$ cat src/rtl/mem_port_arbiter.sv
// Arbitrates one single-port memory between instruction fetch and load/store.
// Load/store is favoured; a bounded streak of D grants keeps fetch moving.
module mem_port_arbiter #(
    parameter int MEM_LATENCY  = 1,
    parameter int MAX_D_STREAK = 4
) (
    input  logic        clk,
    input  logic        rst_n,
    input  logic        if_req,
    input  logic [31:0] if_addr,
    output logic        if_ready,
    output logic        if_rvalid,
    output logic [31:0] if_rdata,
    input  logic        d_req,
    input  logic        d_we,
    input  logic [31:0] d_addr,
    input  logic [31:0] d_wdata,
    input  logic [1:0]  d_size,
    output logic        d_ready,
    output logic        d_rvalid,
    output logic [31:0] d_rdata,
    output logic        d_err,
    output logic [31:0] mem_address,
    output logic [31:0] mem_data_in,
    output logic        mem_write,
    output logic [1:0]  mem_access_size,
    input  logic [31:0] mem_data_out,
    output logic        busy
);

    localparam int CW = (MEM_LATENCY > 1) ? $clog2(MEM_LATENCY) : 1;
    localparam int SW = $clog2(MAX_D_STREAK + 1);
    localparam logic [CW-1:0] CNT_LAST   = CW'(MEM_LATENCY - 1);
    localparam logic [SW-1:0] STREAK_MAX = SW'(MAX_D_STREAK);

    localparam logic [1:0] ST_IDLE   = 2'b00;
    localparam logic [1:0] ST_ACCESS = 2'b01;
    localparam logic [1:0] ST_RESP   = 2'b10;

    function automatic logic d_aligned(input logic [1:0] size, input logic [1:0] lsb);
        logic ok;
        case (size)
            2'b00:   ok = 1'b1;
            2'b01:   ok = (lsb[0] == 1'b0);
            2'b10:   ok = (lsb == 2'b00);
            default: ok = 1'b0;
        endcase
        return ok;
    endfunction

    logic [1:0]    state_q, state_d;
    logic [CW-1:0] cnt_q, cnt_d;
    logic [SW-1:0] streak_q, streak_d;
    logic [31:0]   addr_q, addr_d, wdata_q, wdata_d, rdata_q, rdata_d;
    logic [1:0]    size_q, size_d;
    logic          we_q, we_d, owner_d_q, owner_d_d;
    logic          mem_write_q, mem_write_d;
    logic          if_rvalid_q, if_rvalid_d, d_rvalid_q, d_rvalid_d, d_err_q, d_err_d;
    logic          idle_s, d_grant_s, if_grant_s;

    // IF wins a contended cycle only once the D streak has saturated
    assign idle_s     = (state_q == ST_IDLE);
    assign d_grant_s  = idle_s && d_req && !(if_req && (streak_q == STREAK_MAX));
    assign if_grant_s = idle_s && if_req && !d_grant_s;

    // Next-state and capture logic for the transaction sequencer
    always_comb begin
        state_d     = state_q;
        cnt_d       = cnt_q;
        streak_d    = streak_q;
        addr_d      = addr_q;
        wdata_d     = wdata_q;
        size_d      = size_q;
        we_d        = we_q;
        owner_d_d   = owner_d_q;
        rdata_d     = rdata_q;
        mem_write_d = 1'b0;
        if_rvalid_d = 1'b0;
        d_rvalid_d  = 1'b0;
        d_err_d     = 1'b0;
        case (state_q)
            ST_IDLE: begin
                if (d_grant_s) begin
                    owner_d_d = 1'b1;
                    if (if_req) begin
                        streak_d = (streak_q == STREAK_MAX) ? streak_q : streak_q + SW'(1);
                    end else begin
                        streak_d = '0;
                    end
                    // Rejected requests never touch the memory-side registers
                    if (!d_aligned(d_size, d_addr[1:0])) begin
                        state_d    = ST_RESP;
                        rdata_d    = 32'h0000_0000;
                        d_rvalid_d = 1'b1;
                        d_err_d    = 1'b1;
                    end else begin
                        state_d     = ST_ACCESS;
                        cnt_d       = '0;
                        addr_d      = d_addr;
                        wdata_d     = d_wdata;
                        size_d      = d_size;
                        we_d        = d_we;
                        mem_write_d = d_we;
                    end
                end else if (if_grant_s) begin
                    owner_d_d = 1'b0;
                    streak_d  = '0;
                    state_d   = ST_ACCESS;
                    cnt_d     = '0;
                    addr_d    = if_addr;
                    wdata_d   = 32'h0000_0000;
                    size_d    = 2'b10;
                    we_d      = 1'b0;
                end else begin
                    state_d = ST_IDLE;
                end
            end
            ST_ACCESS: begin
                if (cnt_q == CNT_LAST) begin
                    if (we_q) begin
                        state_d = ST_IDLE;
                    end else begin
                        state_d     = ST_RESP;
                        rdata_d     = mem_data_out;
                        if_rvalid_d = !owner_d_q;
                        d_rvalid_d  = owner_d_q;
                    end
                end else begin
                    cnt_d       = cnt_q + CW'(1);
                    mem_write_d = we_q;
                end
            end
            ST_RESP: begin
                state_d = ST_IDLE;
            end
            default: begin
                state_d = ST_IDLE;
            end
        endcase
    end

    // State and output registers
    always_ff @(posedge clk or negedge rst_n) begin
        if (!rst_n) begin
            state_q     <= ST_IDLE;
            cnt_q       <= '0;
            streak_q    <= '0;
            addr_q      <= 32'h0000_0000;
            wdata_q     <= 32'h0000_0000;
            size_q      <= 2'b00;
            we_q        <= 1'b0;
            owner_d_q   <= 1'b0;
            rdata_q     <= 32'h0000_0000;
            mem_write_q <= 1'b0;
            if_rvalid_q <= 1'b0;
            d_rvalid_q  <= 1'b0;
            d_err_q     <= 1'b0;
        end else begin
            state_q     <= state_d;
            cnt_q       <= cnt_d;
            streak_q    <= streak_d;
            addr_q      <= addr_d;
            wdata_q     <= wdata_d;
            size_q      <= size_d;
            we_q        <= we_d;
            owner_d_q   <= owner_d_d;
            rdata_q     <= rdata_d;
            mem_write_q <= mem_write_d;
            if_rvalid_q <= if_rvalid_d;
            d_rvalid_q  <= d_rvalid_d;
            d_err_q     <= d_err_d;
        end
    end

    assign if_ready        = if_grant_s;
    assign d_ready         = d_grant_s;
    assign if_rvalid       = if_rvalid_q;
    assign if_rdata        = rdata_q;
    assign d_rvalid        = d_rvalid_q;
    assign d_rdata         = rdata_q;
    assign d_err           = d_err_q;
    assign mem_address     = addr_q;
    assign mem_data_in     = wdata_q;
    assign mem_write       = mem_write_q;
    assign mem_access_size = size_q;
    assign busy            = (state_q != ST_IDLE);

endmodule

$ cat config.mk
export PLATFORM = sky130hd
export DESIGN_NAME = mem_port_arbiter
export DESIGN_NICKNAME = d
export VERILOG_FILES = /design/src/rtl/mem_port_arbiter.sv
export SDC_FILE = /design/constraint.sdc
export NUM_CORES = 1
export LEC_CHECK = 0
export CAP_MARGIN = 0
export CORE_UTILIZATION = 39
export DETAILED_ROUTE_END_ITERATION = 10
export GPL_ROUTABILITY_DRIVEN = 0
export PLACE_DENSITY = 0.82
export SYNTH_ARGS = -nofsm -noshare
export SYNTH_HDL_FRONTEND = slang
export SYNTH_SLANG_ARGS = --single-unit
$ cat constraint.sdc
create_clock -name clk -period 2.05 [get_ports clk]
set_input_delay 0.41 -clock clk [delete_from_list [all_inputs] [get_ports clk]]
set_output_delay 0.41 -clock clk [all_outputs]
set_load 0.03 [all_outputs]
# [Word level (Yosys, flattened, before mapping)]
# Index checks and enable logic that the tools add are counted.
[word_totals] reg_bits=110 in_bits=135 output_inout_bits=137 word_cells=95
[classes] n_reduce_logical=19 eq_ne=12 n_bitwise=1 mux=48 n_addsub=2
[op_table] cell="$mux 32" count=10
[op_table] cell="$pmux 32 s2" count=1
[op_table] cell="$mux 1" count=21
[op_table] cell="$mux 2" count=7
[op_table] cell="$mux 3" count=4
[op_table] cell="$reduce_and 3->1" count=3
[op_table] cell="$logic_not 2->1" count=3
[op_table] cell="$ne 2x2->1 const B" count=3
[op_table] cell="$ne 3x2->1 const B" count=2
[op_table] cell="$pmux 1 s2" count=3
[op_table] cell="$reduce_bool 2->1" count=3
[op_table] cell="$logic_and 1x1->1" count=5
[op_table] cell="$reduce_and 5->1" count=1
[op_table] cell="$eq 2x1->1 const B" count=2
[op_table] cell="$ne 2x1->1 const B" count=2
[op_table] cell="$pmux 2 s2" count=1
[op_table] cell="$add 3x1->3 const B" count=1
[op_table] cell="$eq 3x3->1 const B" count=1
[op_table] cell="$logic_not 1->1" count=3
[op_table] cell="$ne 3x3->1 const B" count=1
[op_table] cell="$pmux 1 s3" count=1
[op_table] cell="$eq 2x2->1 const B" count=1
[op_table] cell="$reduce_and 2->1" count=1
[op_table] cell="$add 1x1->1 const B" count=1
[op_table] cell="$not 1->1" count=1

# [Longest topological paths before layout]
# Gate-level depths: netlist of the first run.
[depth] depth_word=9 mapped_depth=10 ltp_nobuf=8

# [Least setup slack after synthesis of the first run]
# Ideal clock, no wire load.
[synth_timing] path_kind="register to register" startpoint="register streak_q[0]" endpoint="register wdata_q[10] (netlist: mem_data_in[10])" arrival_ns=1.517 path_stages_with_launch=10 setup_time_ns=0.121 slack_ns=0.412 path_cell_list="dfrtp_1 inv_1 ha_1 nand3_2 nand3_4 inv_2 a21o_1 buf_6 buf_6 a22o_1"
[synth_between] elab_chain_cells=8
[synth_lines] element="start: declaration" line="53" text="logic [SW-1:0] streak_q, streak_d;"
[synth_lines] element="start signal: assignment" line="161" text="streak_q <= streak_d;"
[synth_lines] element="$eq 3x3->1 (*)" line="63" text="assign d_grant_s = idle_s && d_req && !(if_req && (streak_q == STREAK_MAX));"
[synth_lines] element="$logic_and 1x1->1 (*)" line="63"
[synth_lines] element="$logic_not 1->1 (*)" line="63"
[synth_lines] element="$logic_and 1x1->1 (*)" line="63"
[synth_lines] element="$logic_not 1->1" line="64" text="assign if_grant_s = idle_s && if_req && !d_grant_s;"
[synth_lines] element="$logic_and 1x1->1" line="64"
[synth_lines] element="$reduce_bool 2->1 (no line)"
[synth_lines] element="$reduce_and 3->1 (no line)"
[synth_lines] element="end signal: assignment" line="163" text="wdata_q <= wdata_d;"
[synth_lines] element="end: declaration" line="54" text="logic [31:0] addr_q, addr_d, wdata_q, wdata_d, rdata_q, rdata_d;"
# Mark *: on every way between the ends. The rest lies on a longest branch, timed or not.
# A chain may end at the register's enable or synchronous reset.

# [Worst setup path in the final report of the first run]
[layout_timing] startpoint="register streak_q[0]" endpoint="output port if_ready"
[layout_between] elab_chain_cells=6
[layout_lines] element="$eq 3x3->1" line="63"
[layout_lines] element="$logic_and 1x1->1" line="63"
[layout_lines] element="$logic_not 1->1" line="63"
[layout_lines] element="$logic_and 1x1->1" line="63"
[layout_lines] element="$logic_not 1->1" line="64"
[layout_lines] element="$logic_and 1x1->1" line="64"
[layout_lines] element="end: declaration" line="11" text="output logic if_ready,"
# No other way between the ends.

==> results of run 1 <==
[worst max-delay path, stage by stage (launching register included)]
cell     delay (ns)
dfrtp_1        0.39
inv_1          0.06
ha_1           0.20
nand3_2        0.09
nand3_4        0.11
and3_4         0.22
buf_12         0.13
[synth_stat cells (2+ instances only)]
cell         n  area, sq um
buf_8        3         45.0
inv_1        3         11.3
o21ai_1      5         25.0
nand2_1     67          251
clkbuf_1    13         48.8
dfrtp_1    109         2730
o21ai_0     32          160
nor2_1       2         7.51
a2bb2oi_1    3         26.3
a22o_1      33          289
buf_2       10         50.1
ha_1         2         25.0
a21o_1       2         15.0
o22ai_1     31          194
nand2b_1     2         12.5
a2bb2oi_2   29          435
and3_1       2         12.5
buf_6        4         45.0
buf_4       32          240
[worst max path at each step]
| stage | to | slack (ns) |
|---|---|---|
| final | if_ready | 0.10 |
| after global placement | mem_access_size[1]$_DFFE_PN0P_ | -0.001 |
| after CTS | if_ready | 0.01 |
| after global routing | if_ready | 0.007 |
| after detailed placement | mem_address[0]$_DFFE_PN0P_ | -0.1 |
| after floorplan | mem_data_in[10]$_DFFE_PN0P_ | 0.41 |
[routing by layer]
| layer | routed length, microns | vias to the layer above | GRT usage [%] | part of all wire [%] |
|---|---|---|---|---|
| met5 | 0 | - | 0 | 0 |
| met4 | 449 | 0 | 11.7 | 3.2 |
| met3 | 1070 | 31 | 6.11 | 7.6 |
| met2 | 7370 | 199 | 40.5 | 52 |
| met1 | 5250 | 2023 | 24.4 | 37 |
| li1 | - | 1910 | - | - |
[cell usage in the layout, fill, tap and decap left out, types with 2 or more instances in the layout]
master	n
o21ai_0	32
o22ai_1	31
clkinv_4	2
a22o_1	33
o21ai_1	5
a21o_1	2
nand2b_1	2
a2bb2oi_1	3
nand2_1	67
ha_1	2
inv_6	2
inv_1	3
nor2_1	2
clkdlybuf4s50_1	267
clkbuf_16	9
bufinv_16	3
a2bb2oi_2	29
buf_12	8
dfrtp_1	109
buf_4	20
[through the flow]
stage | instances | setup WS, ns | TNS [ns]
2_1_floorplan | 404 | 0.412 | 0
3_3_place_gp | 780 | -0.00112 | -0.00112
3_5_place_dp | 780 | -0.0974 | -3.06
4_1_cts | 798 | 0.0115 | 0
5_1_grt | 803 | 0.00740 | 0
6_report | 803 | 0.101 | 0
[state kept, by name (all words and copies together), names as in the netlist]
name and flops:
we_q 1, d_rdata 32, streak_q 3, mem_write 1, d_err 1, d_rvalid 1, owner_d_q 1, mem_data_in 32
if_rvalid 1, state_q 2, mem_access_size 2, mem_address 32
[kinds of logic (layout without fill, tap and decap cells)]
family / Yosys count / after routing / synth area share [%]
flip-flops: 109 / 109 / 56.7
AO/OA/AOI/OAI: 141 / 141 / 24.9
AND/OR/NAND/NOR: 84 / 84 / 8.22
buffers and inverters: 67 / 319 / 9.42
multiplexers: 1 / 1 / 0.208
adder cells (fa/ha/maj): 2 / 2 / 0.520
[final cells by class]
class | instances | share of cell area, %
clock inverter | 7 | 1.52
multi-input combinational | 228 | 20.7
timing repair buffer | 298 | 38.1
inverter | 5 | 0.330
tap | 147 | 2.31
sequential | 109 | 34.2
clock buffer | 9 | 2.83
[where the power goes]
part / leakage, nW / internal, mW / switching [mW]
registers: 1.35 / 3.11 / 0.705
logic: 1.79 / 3.66 / 4.51
clock network: 0.170 / 1.20 / 0.775
total: 3.31 / 7.98 / 5.99
[repair_timing]
| item | 4_1_cts | 5_1_grt |
|---|---|---|
| setup buffers | 1 | 5 |
| gates resized for setup | 3 | 1 |
| pin swaps | 1 | 1 |
| hold endpoints to repair | 0 | 0 |
| cloned | 1 | 0 |
| setup endpoints to repair | 2 | 3 |
==> impl_results.md, run 1 <==
- 1st-pass router iterations: 4
- Die width: ~110 microns
- Clock-pin slew on the worst setup and hold paths: 0.07 ns
- IO Pins: 272
- Tcrit/Tclk final: 95.1%
- CP Data Arrival Time: about 1.5 ns
- Chip height: 113 microns
- Vias in the first global route: 4,314
- Max Slew Vio Count: 0
- Fill cell count: 941
- Pwr dens: 1750 nW/um^2
- Clock Latency Late Sink: 0.34 ns
- Drt initial violations: 224
- Seq cells post-synth: 109
- Reg-to-reg critical path startpoint: streak_q[0]$_DFFE_PN0P_
- Root buffer cell: clkbuf_16
- Fin. Hold Viols: 0
- Setup crit start kind: flip-flop
- Post-Syn Instances: 404
- WL/cell: 17.6 microns
- Yosys Warn Count: 0
- CORE AREA: about 12,000 sq um
- Share of cells above drive strength 1: 13.6%
- CP endpoint kind: primary output
- Flop2flop setup slack: 0.19 ns
- Rel. slew slack: between 50 and 60%
- Drt total wl: 14.1 mm
- DRC: 0
- First-pass GRT wire length: 22.3 mm
- Die ar.: 12,800 sq um
- Nets@finish: 788
- VDD IR max: between 0.0008 and 0.0009 V
- Rows: 40
- Dpl hpwl: 10.5 mm
- Syn avg cell area: ~12 sq um
- Area grow syn2layout: 65.7%
- Ant diodes: 0
- Post-synth EDFFs: 0
- Net Count, Synth: between 500 and 600
- Main synth FF type: dfrtp_1
- RSZ-0062 raised after global routing: no
- Max Clk Rate: between 500 and 600 MHz
- Hold_ws: 0.0336 ns
- H-tree depth: 3
- Total Power: 14.0 mW
- Status: finished clean
- Vias per cell: between 5 and 6
- CTS Buf Count: 9
- Final instance area: between 7000 and 8000 sq um
- Worst-margin pin slew: 0.695 ns
- Port buffer count: 271
- Worst path required time: 1.64 ns
- Worst Skew: 0.00809 ns
- Worst setup path startpoint: streak_q[0]$_DFFE_PN0P_
- Reg2reg end: mem_address[1]$_DFFE_PN0P_
- Register area: 2730 sq um
- Crit path kind: flip-flop to primary output
- Setup Viol. Count Final: 0
- R2R depth: 9
- Seq/Total Area, Yosys: 56.7%
- Async S/R FF share, synth: 100%
- Area of the multi-input gates: between 1500 and 2000 sq um
- CTS Buffer Depth: 2
- Pin count of the biggest net entering global routing: 41
- Antenna violations before repair: 0
- Clock tree sinks: 109
- Effective utilization at floorplan: 40.0%
- Cell variety after synth: 39
- Syn Std Cell Area: 4810 sq um
- Grt total ovfl: 0
- Crit-path max FO: 5
- Routed Antenna Nets: 0
- Static leakage: 3.31 nW
- Final core utilization: 66.3%
- All-Layer GR Usage: 22.6%
- Worst min-delay path class: input port to async pin
- DR vias: 4,163
- Max-cap violations: 0
- DP Area: 7530 sq um
- Min cycle time layout: 1.95 ns
- Cts-stage hold buffer count: 0
- CTS tree: yes
Power figures use the tool's default switching activity.
==> run 2, diff against run 1 <==
--- a/config.mk
+++ b/config.mk
@@ -7,9 +7,11 @@
 export LEC_CHECK = 0
 export CAP_MARGIN = 0
 export CORE_UTILIZATION = 39
+export CTS_CLUSTER_DIAMETER = 30
 export DETAILED_ROUTE_END_ITERATION = 10
 export GPL_ROUTABILITY_DRIVEN = 0
 export PLACE_DENSITY = 0.82
 export SYNTH_ARGS = -nofsm -noshare
 export SYNTH_HDL_FRONTEND = slang
 export SYNTH_SLANG_ARGS = --single-unit
+export TNS_END_PERCENT = 5
==> constraint.sdc (replaced) <==
create_clock -name clk -period 1.9 [get_ports clk]
set_input_delay 0.38 -clock clk [delete_from_list [all_inputs] [get_ports clk]]
set_output_delay 0.38 -clock clk [all_outputs]
set_load 0.03 [all_outputs]
==> run 2 against run 1 <==
Against the previous run:
- largest power group unchanged
- clock-buffer cell count unchanged
- flip-flop and latch count is the same
- critical path type is now input port to primary output
- critical endpoint unchanged
- die area did not move
- hold slack got worse by 0.023 ns
- sequential share of layout area hardly changed
==> impl_results.md, run 2 (synthesis gave the netlist of run 1 again) <==
- Dpl hpwl: roughly 10 mm
- Tcrit/Tclk final: a little over nine tenths
- Share of cells above drive strength 1: 15.2%
- DRC: 0
- VDD IR max: 0.000814 V
- Max Clk Rate: 532 MHz
- CTS Buffer Depth: 2
- Worst min-delay path class: input port to async pin
- DP Area: approximately 7600 sq um
- IO Pins: 272
- Vias in the first global route: approximately 4,300
- Chip height: about 110 microns
- Fill cell count: 922
- Die width: approximately 110 microns
- Worst-margin pin slew: 0.708 ns
- Routed Antenna Nets: 0
- Root buffer cell: clkbuf_16
- Port buffer count: 271
- Grt total ovfl: 0
- DR vias: roughly 4,200
- Fin. Hold Viols: 0
- Crit-path slowest cell: clkdlybuf4s50_1
- Crit-path max cell delay: 0.54 ns
- H-tree depth: 3
- Most frequent cells in the layout: clkdlybuf4s50_1 (267), dfrtp_1 (108), nand2_1 (67)
- Ant diodes: 0
- Static leakage: 3.32 nW
- Non-filler cells, final: 811
- Antenna violations before repair: 0
- Clock tree sinks: 109
- Max Slew Vio Count: 0
- Setup Viol. Count Final: 0
- Final instance area: roughly 8000 sq um
- CORE AREA: 12,000 sq um
- Area grow syn2layout: 65.8%
- Flop2flop setup slack: between 0.15 and 0.2 ns
- Final worst slack: 0.0220 ns
- Dpl ws: -0.203 ns
- Worst path required time: 1.52 ns
- RSZ-0062 raised after global routing: yes
- CP endpoint kind: primary output
- Vias per cell: 5.17
- Status: finished clean
- Pin count of the biggest net entering global routing: 41
- Clock-pin slew on the worst setup and hold paths: 0.07 ns
- Crit-path max FO: 4
- Worst-path cell chain: clkdlybuf4s50_1 > buf_4 > buf_4 > and3_4 > buf_12
- Rows: 40
- First-pass GRT wire length: 22.0 mm
- Rel. slew slack: 52.8%
- Nets@finish: about 800
- 1st-pass router iterations: 4
- Setup crit start kind: input port
- Min cycle time layout: 1.88 ns
- Die ar.: 12,800 sq um
- Drt initial violations: 239
- Crit path kind: input port to primary output
- Effective utilization at floorplan: 40.0%
- Worst Skew: 0.0103 ns
- WL/cell: around 17 microns
- Hold_ws: 0.0110 ns
- CTS tree: yes
- All-Layer GR Usage: a little over a fifth
- CP Data Arrival Time: 1.50 ns
- CTS Buf Count: 9
- Commonest non-fill, non-tap cell in the layout: clkdlybuf4s50_1
- Clock Latency Late Sink: 0.34 ns
- Max-cap violations: 0
- Most common cell on crit path: buf_4
- Drt total wl: ~13 mm
- Pwr dens: 1850 nW/um^2
- DP Cell Count: 785
-- run 2: cell count changes in the layout (fill, tap and decap cells not counted), sizes merged --
| cell | before | now |
|---|---|---|
| buf | 29 | 39 |
| bufinv | 3 | 1 |
| bufbuf | 1 | 0 |
| inv | 6 | 7 |
-- run 2: final cells by class --
| type | count | area, sq um | area share, % |
|---|---|---|---|
| clock buffer | 9 | 225 | 2.82 |
| clock inverter | 6 | 70.1 | 0.879 |
| inverter | 5 | 26.3 | 0.330 |
| multi-input combinational | 228 | 1670 | 20.9 |
| sequential | 109 | 2730 | 34.2 |
| tap | 147 | 184 | 2.31 |
| timing repair buffer | 307 | 3070 | 38.5 |
-- run 2: final timing paths --
check,to,depth (start not counted),startpoint
worst max-delay path,if_ready,5,if_req
worst min-delay path,d_rdata[23]$_DFFE_PN0P_,1,rst_n
worst max register to register,mem_address[0]$_DFFE_PN0P_,5,state_q[1]$_DFF_PN0_
worst min register to register,if_rvalid$_DFF_PN0_,1,owner_d_q$_DFFE_PN0P_
max in group asynchronous,d_rdata[31]$_DFFE_PN0P_,2,rst_n
min in group clk,if_rvalid$_DFF_PN0_,1,owner_d_q$_DFFE_PN0P_
-- run 2: worst max-delay path, delay by kind of cell --
kind          cells  cell delay (ns)
buf+inv           4             0.92
simple gates      1             0.20
-- run 2: through the flow --
| step | setup TNS [ns] | util [%] | power [mW] |
|---|---|---|---|
| 3_5_place_dp | -10.27 | 62.9 | 12.8 |
| 2_1_floorplan | 0 | - | 9.61 |
| 5_1_grt | -0.0336 | 66.4 | 15.6 |
| 6_report | 0 | 66.4 | 14.8 |
| 4_1_cts | -0.131 | 65.5 | 14.7 |
| 3_3_place_gp | -5.42 | 62.9 | 12.6 |
-- run 2: layer usage --
layer	GRT usage, %	vias up	part of all wire [%]	wire length (microns)
met5	0	-	0	0
li1	-	1935	-	-
met4	7.46	0	1.6	211
met1	25.5	2056	38	5040
met3	5.14	15	7.7	1030
met2	39.6	184	53	7140
-- run 2: what timing repair did --
| item | 4_1_cts | 5_1_grt |
|---|---|---|
| hold buffers | 0 | 0 |
| pin swaps | 0 | 4 |
| setup buffers | 0 | 11 |
| setup endpoints to repair | 3 | 6 |
| gates resized for setup | 5 | 7 |
| cloned | 0 | 0 |
-- run 2: power breakdown --
part / internal, mW / switching [mW] / leakage [nW]
logic: 3.98 / 4.85 / 1.82
registers: 3.36 / 0.746 / 1.35
clock network: 1.03 / 0.823 / 0.146
total: 8.37 / 6.42 / 3.32
==> run 3, diff against run 2 <==
--- a/config.mk
+++ b/config.mk
@@ -5,12 +5,13 @@
 export SDC_FILE = /design/constraint.sdc
 export NUM_CORES = 1
 export LEC_CHECK = 0
+export ABC_AREA = 1
 export CAP_MARGIN = 0
 export CORE_UTILIZATION = 39
 export CTS_CLUSTER_DIAMETER = 30
 export DETAILED_ROUTE_END_ITERATION = 10
 export GPL_ROUTABILITY_DRIVEN = 0
-export PLACE_DENSITY = 0.82
+export PLACE_DENSITY = 0.81
 export SYNTH_ARGS = -nofsm -noshare
 export SYNTH_HDL_FRONTEND = slang
 export SYNTH_SLANG_ARGS = --single-unit
==> run 3 against run 2 <==
Against the previous run:
- synthesized cell count rose by 54%
- cell count rose by 28%
- maximum frequency rose by 1.9%
- first-iteration DRC count rose by 28%
- combinational power fell by 16%
- routed wire length rose by 10%
- clock skew fell by 0.0049 ns
- critical endpoint is now d_ready
- clock-buffer cell count did not move
- register-to-register slack improved by 0.04 ns
- die area rose by 3.6%
- synthesized area rose by 3.7%
- power fell by 13%
==> impl_results.md, run 3 <==
- Pwr dens: between 1500 and 2000 nW/um^2
- Rows: 40
- Cell with the most instances after synthesis: nand2_1
- Grt total ovfl: 0
- Post-Syn Instances: 621
- Rel. slew slack: ~71%
- Seq cells post-synth: 109
- CORE AREA: 12,200 sq um
- First-pass GRT wire length: between 20 and 25 mm
- Area grow syn2layout: 62.8%
- Switching Fraction: a little under half
- Drt initial violations: slightly above 300
- Status: finished clean
- 1st-pass router iterations: 4
- Share of cells above drive strength 1: 7.01%
- P_sw: 5.91 mW
- Synth top area share: 54.7%
- All-Layer GR Usage: 23.1%
- Port buffer count: 271
- Commonest non-fill, non-tap cell in the layout: nand2_1
- Most frequent cells in the layout: nand2_1 (337), clkdlybuf4s50_1 (267), dfrtp_1 (109)
- Crit-path max FO: 3
- RSZ-0062 raised after global routing: yes
- Die ar.: 13,200 sq um
- Crit path kind: flip-flop to primary output
- Max-cap violations: 0
- Root buffer cell: clkbuf_16
- Max Slew Vio Count: 0
- Worst Hold Path Cells: 1
- CTS tree: yes
- Nets@finish: 1,002
- R2R depth: 9
- Top Metal Used: met4
- Int Pwr: 6.97 mW
- Clock Latency Late Sink: 0.34 ns
- CTS Buf Count: 9
- Clock tree sinks: 109
- Sequential power share: about 29%
- Routed Antenna Nets: 0
- Dpl hpwl: 11.0 mm
- Min cycle time layout: 1.84 ns
- Vias in the first global route: 4,662
- CTS Buffer Depth: 2
- Worst path required time: 1.52 ns
- Cell variety after synth: 17
- Ant diodes: 0
- WL/cell: 14.2 microns
- WL met1: 5.99 mm
- Static leakage: 3.88 nW
- CP endpoint kind: primary output
- Post-synth top cells: nand2_1 (340), dfrtp_1 (109), buf_4 (36), o21ai_0 (36), nand4_1 (33)
- Seq/Total Area, Yosys: roughly 55%
- Net Count, Synth: approximately 760
- Syn avg cell area: roughly 8 sq um
- Post-synth EDFFs: 0
- Vias per cell: between 4 and 5
- Fin. Hold Viols: 0
- Clock network fraction of design power: 14.0%
- Flop2flop setup slack: 0.23 ns
- Dpl ws: -0.0913 ns
- Die width: 115 microns
- Setup Viol. Count Final: 0
- Worst Skew: 0.00543 ns
- Syn Std Cell Area: 4990 sq um
- H-tree depth: 3
- IO Pins: 272
- Tcrit/Tclk final: 97.0%
- Worst min-delay path class: flip-flop to flip-flop
- Final worst slack: about 0.058 ns
- Worst-margin pin slew: 0.441 ns
- Antenna violations before repair: 0
- Max Clk Rate: 543 MHz
- CP Data Arrival Time: approximately 1.5 ns
- Total Power: 12.9 mW
- Setup crit start kind: flip-flop
- Drt total wl: ~15 mm
- Clock-pin slew on the worst setup and hold paths: 0.07 ns
- Main area contributors after synthesis: dfrtp_1 (55%), nand2_1 (26%), buf_4 (5.4%)
- Met2 wire len: 7.35 mm
- Async S/R FF share, synth: 100%
- Pin count of the biggest net entering global routing: 46
- Met3 WL: 1.17 mm
- Combinational share of power: 57.3%
- Effective utilization at floorplan: 40.8%
- Main synth FF type: dfrtp_1
- Final core utilization: 66.5%
- Chip height: 115 microns
- DR vias: 4,848
- VDD IR max: around 0.0007 V
- DRC: 0
- Yosys Warn Count: 0
- Area leader, netlist: dfrtp_1
## run 3: cell count changes after synthesis, moves of 3 or more
cell,delta
buf_4,+4
clkbuf_1,+7
o21ai_0,+4
buf_6,-3
a22o_1,-33
nand2_1,+273
o21ai_1,-4
o22ai_1,-31
nand4_1,+32
inv_1,+10
nand3_1,+6
a2bb2oi_1,-3
a2bb2oi_2,-29
buf_8,-3
## run 3: critical path, cell delays in order, from the launching register on
cell and delay [ns]:
dfrtp_1 0.39, inv_2 0.08, ha_4 0.15, nand2_4 0.05, nor2_4 0.12, nor2_4 0.05
buf_4 0.13, buf_6 0.13
## run 3: path summary, 6_finish.rpt
kind	startpoint	to
hold reg to reg	owner_d_q$_DFFE_PN0P_	if_rvalid$_DFF_PN0_
hold / removal	owner_d_q$_DFFE_PN0P_	if_rvalid$_DFF_PN0_
setup / recovery	streak_q[0]$_DFFE_PN0P_	d_ready
min in group asynchronous	rst_n	d_rdata[7]$_DFFE_PN0P_
setup reg to reg	state_q[0]$_DFF_PN0_	mem_address[11]$_DFFE_PN0P_
max in group asynchronous	rst_n	mem_address[17]$_DFFE_PN0P_
## run 3: cell families (layout without fill, tap and decap cells)
logic type / Yosys count / after routing / share of synthesized area [%]
buffers and inverters: 82 / 331 / 9.34
adder cells (fa/ha/maj): 2 / 2 / 0.502
AO/OA/AOI/OAI: 39 / 39 / 3.91
flip-flops: 109 / 109 / 54.7
AND/OR/NAND/NOR: 389 / 389 / 31.5
## run 3: through the flow
step | setup TNS [ns] | cell area, sq um | hold WS (ns) | cells
2_1_floorplan | 0 | 5000 | 0.0844 | 621
3_3_place_gp | -0.203 | 7760 | 0.360 | 1017
3_5_place_dp | -2.42 | 7760 | 0.359 | 1017
4_1_cts | -0.193 | 8070 | 0.432 | 1035
5_1_grt | -0.0186 | 8120 | 0.454 | 1038
6_report | 0 | 8120 | 0.431 | 1038
## run 3: layout make-up
type                            count  area (sq um)
Timing Repair Buffer              302          3010
Sequential cell                   109          2730
Inverter                           13          48.8
Multi-Input combinational cell    430          1840
Clock buffer                        9           225
Tap cell                          168           210
Fill cell                        1044          4100
Clock inverter                      7          58.8
## run 3: metal layers
metal / track usage [%] / up-vias
li1: - / 2410
met1: 27.6 / 2213
met2: 40.3 / 206
met3: 5.64 / 19
met4: 8.74 / 0
met5: 0 / -
## run 3: what timing repair did
| action | in CTS | in global routing |
|---|---|---|
| pin swaps | 1 | 3 |
| hold buffers | 1 | 0 |
| hold endpoints to repair | 31 | 0 |
| endpoints found under the setup margin | 3 | 2 |
| setup buffers | 1 | 3 |
| resized for setup | 3 | 8 |
## run 3: power by group through the flow
stage	clock network [mW]	registers [mW]	logic (mW)
4_1_cts	1.84	3.70	7.35
3_3_place_gp	0	3.70	7.22
2_1_floorplan	0	5.16	2.94
5_1_grt	1.95	3.80	7.96
3_5_place_dp	0	3.71	7.33
6_report	1.80	3.70	7.39
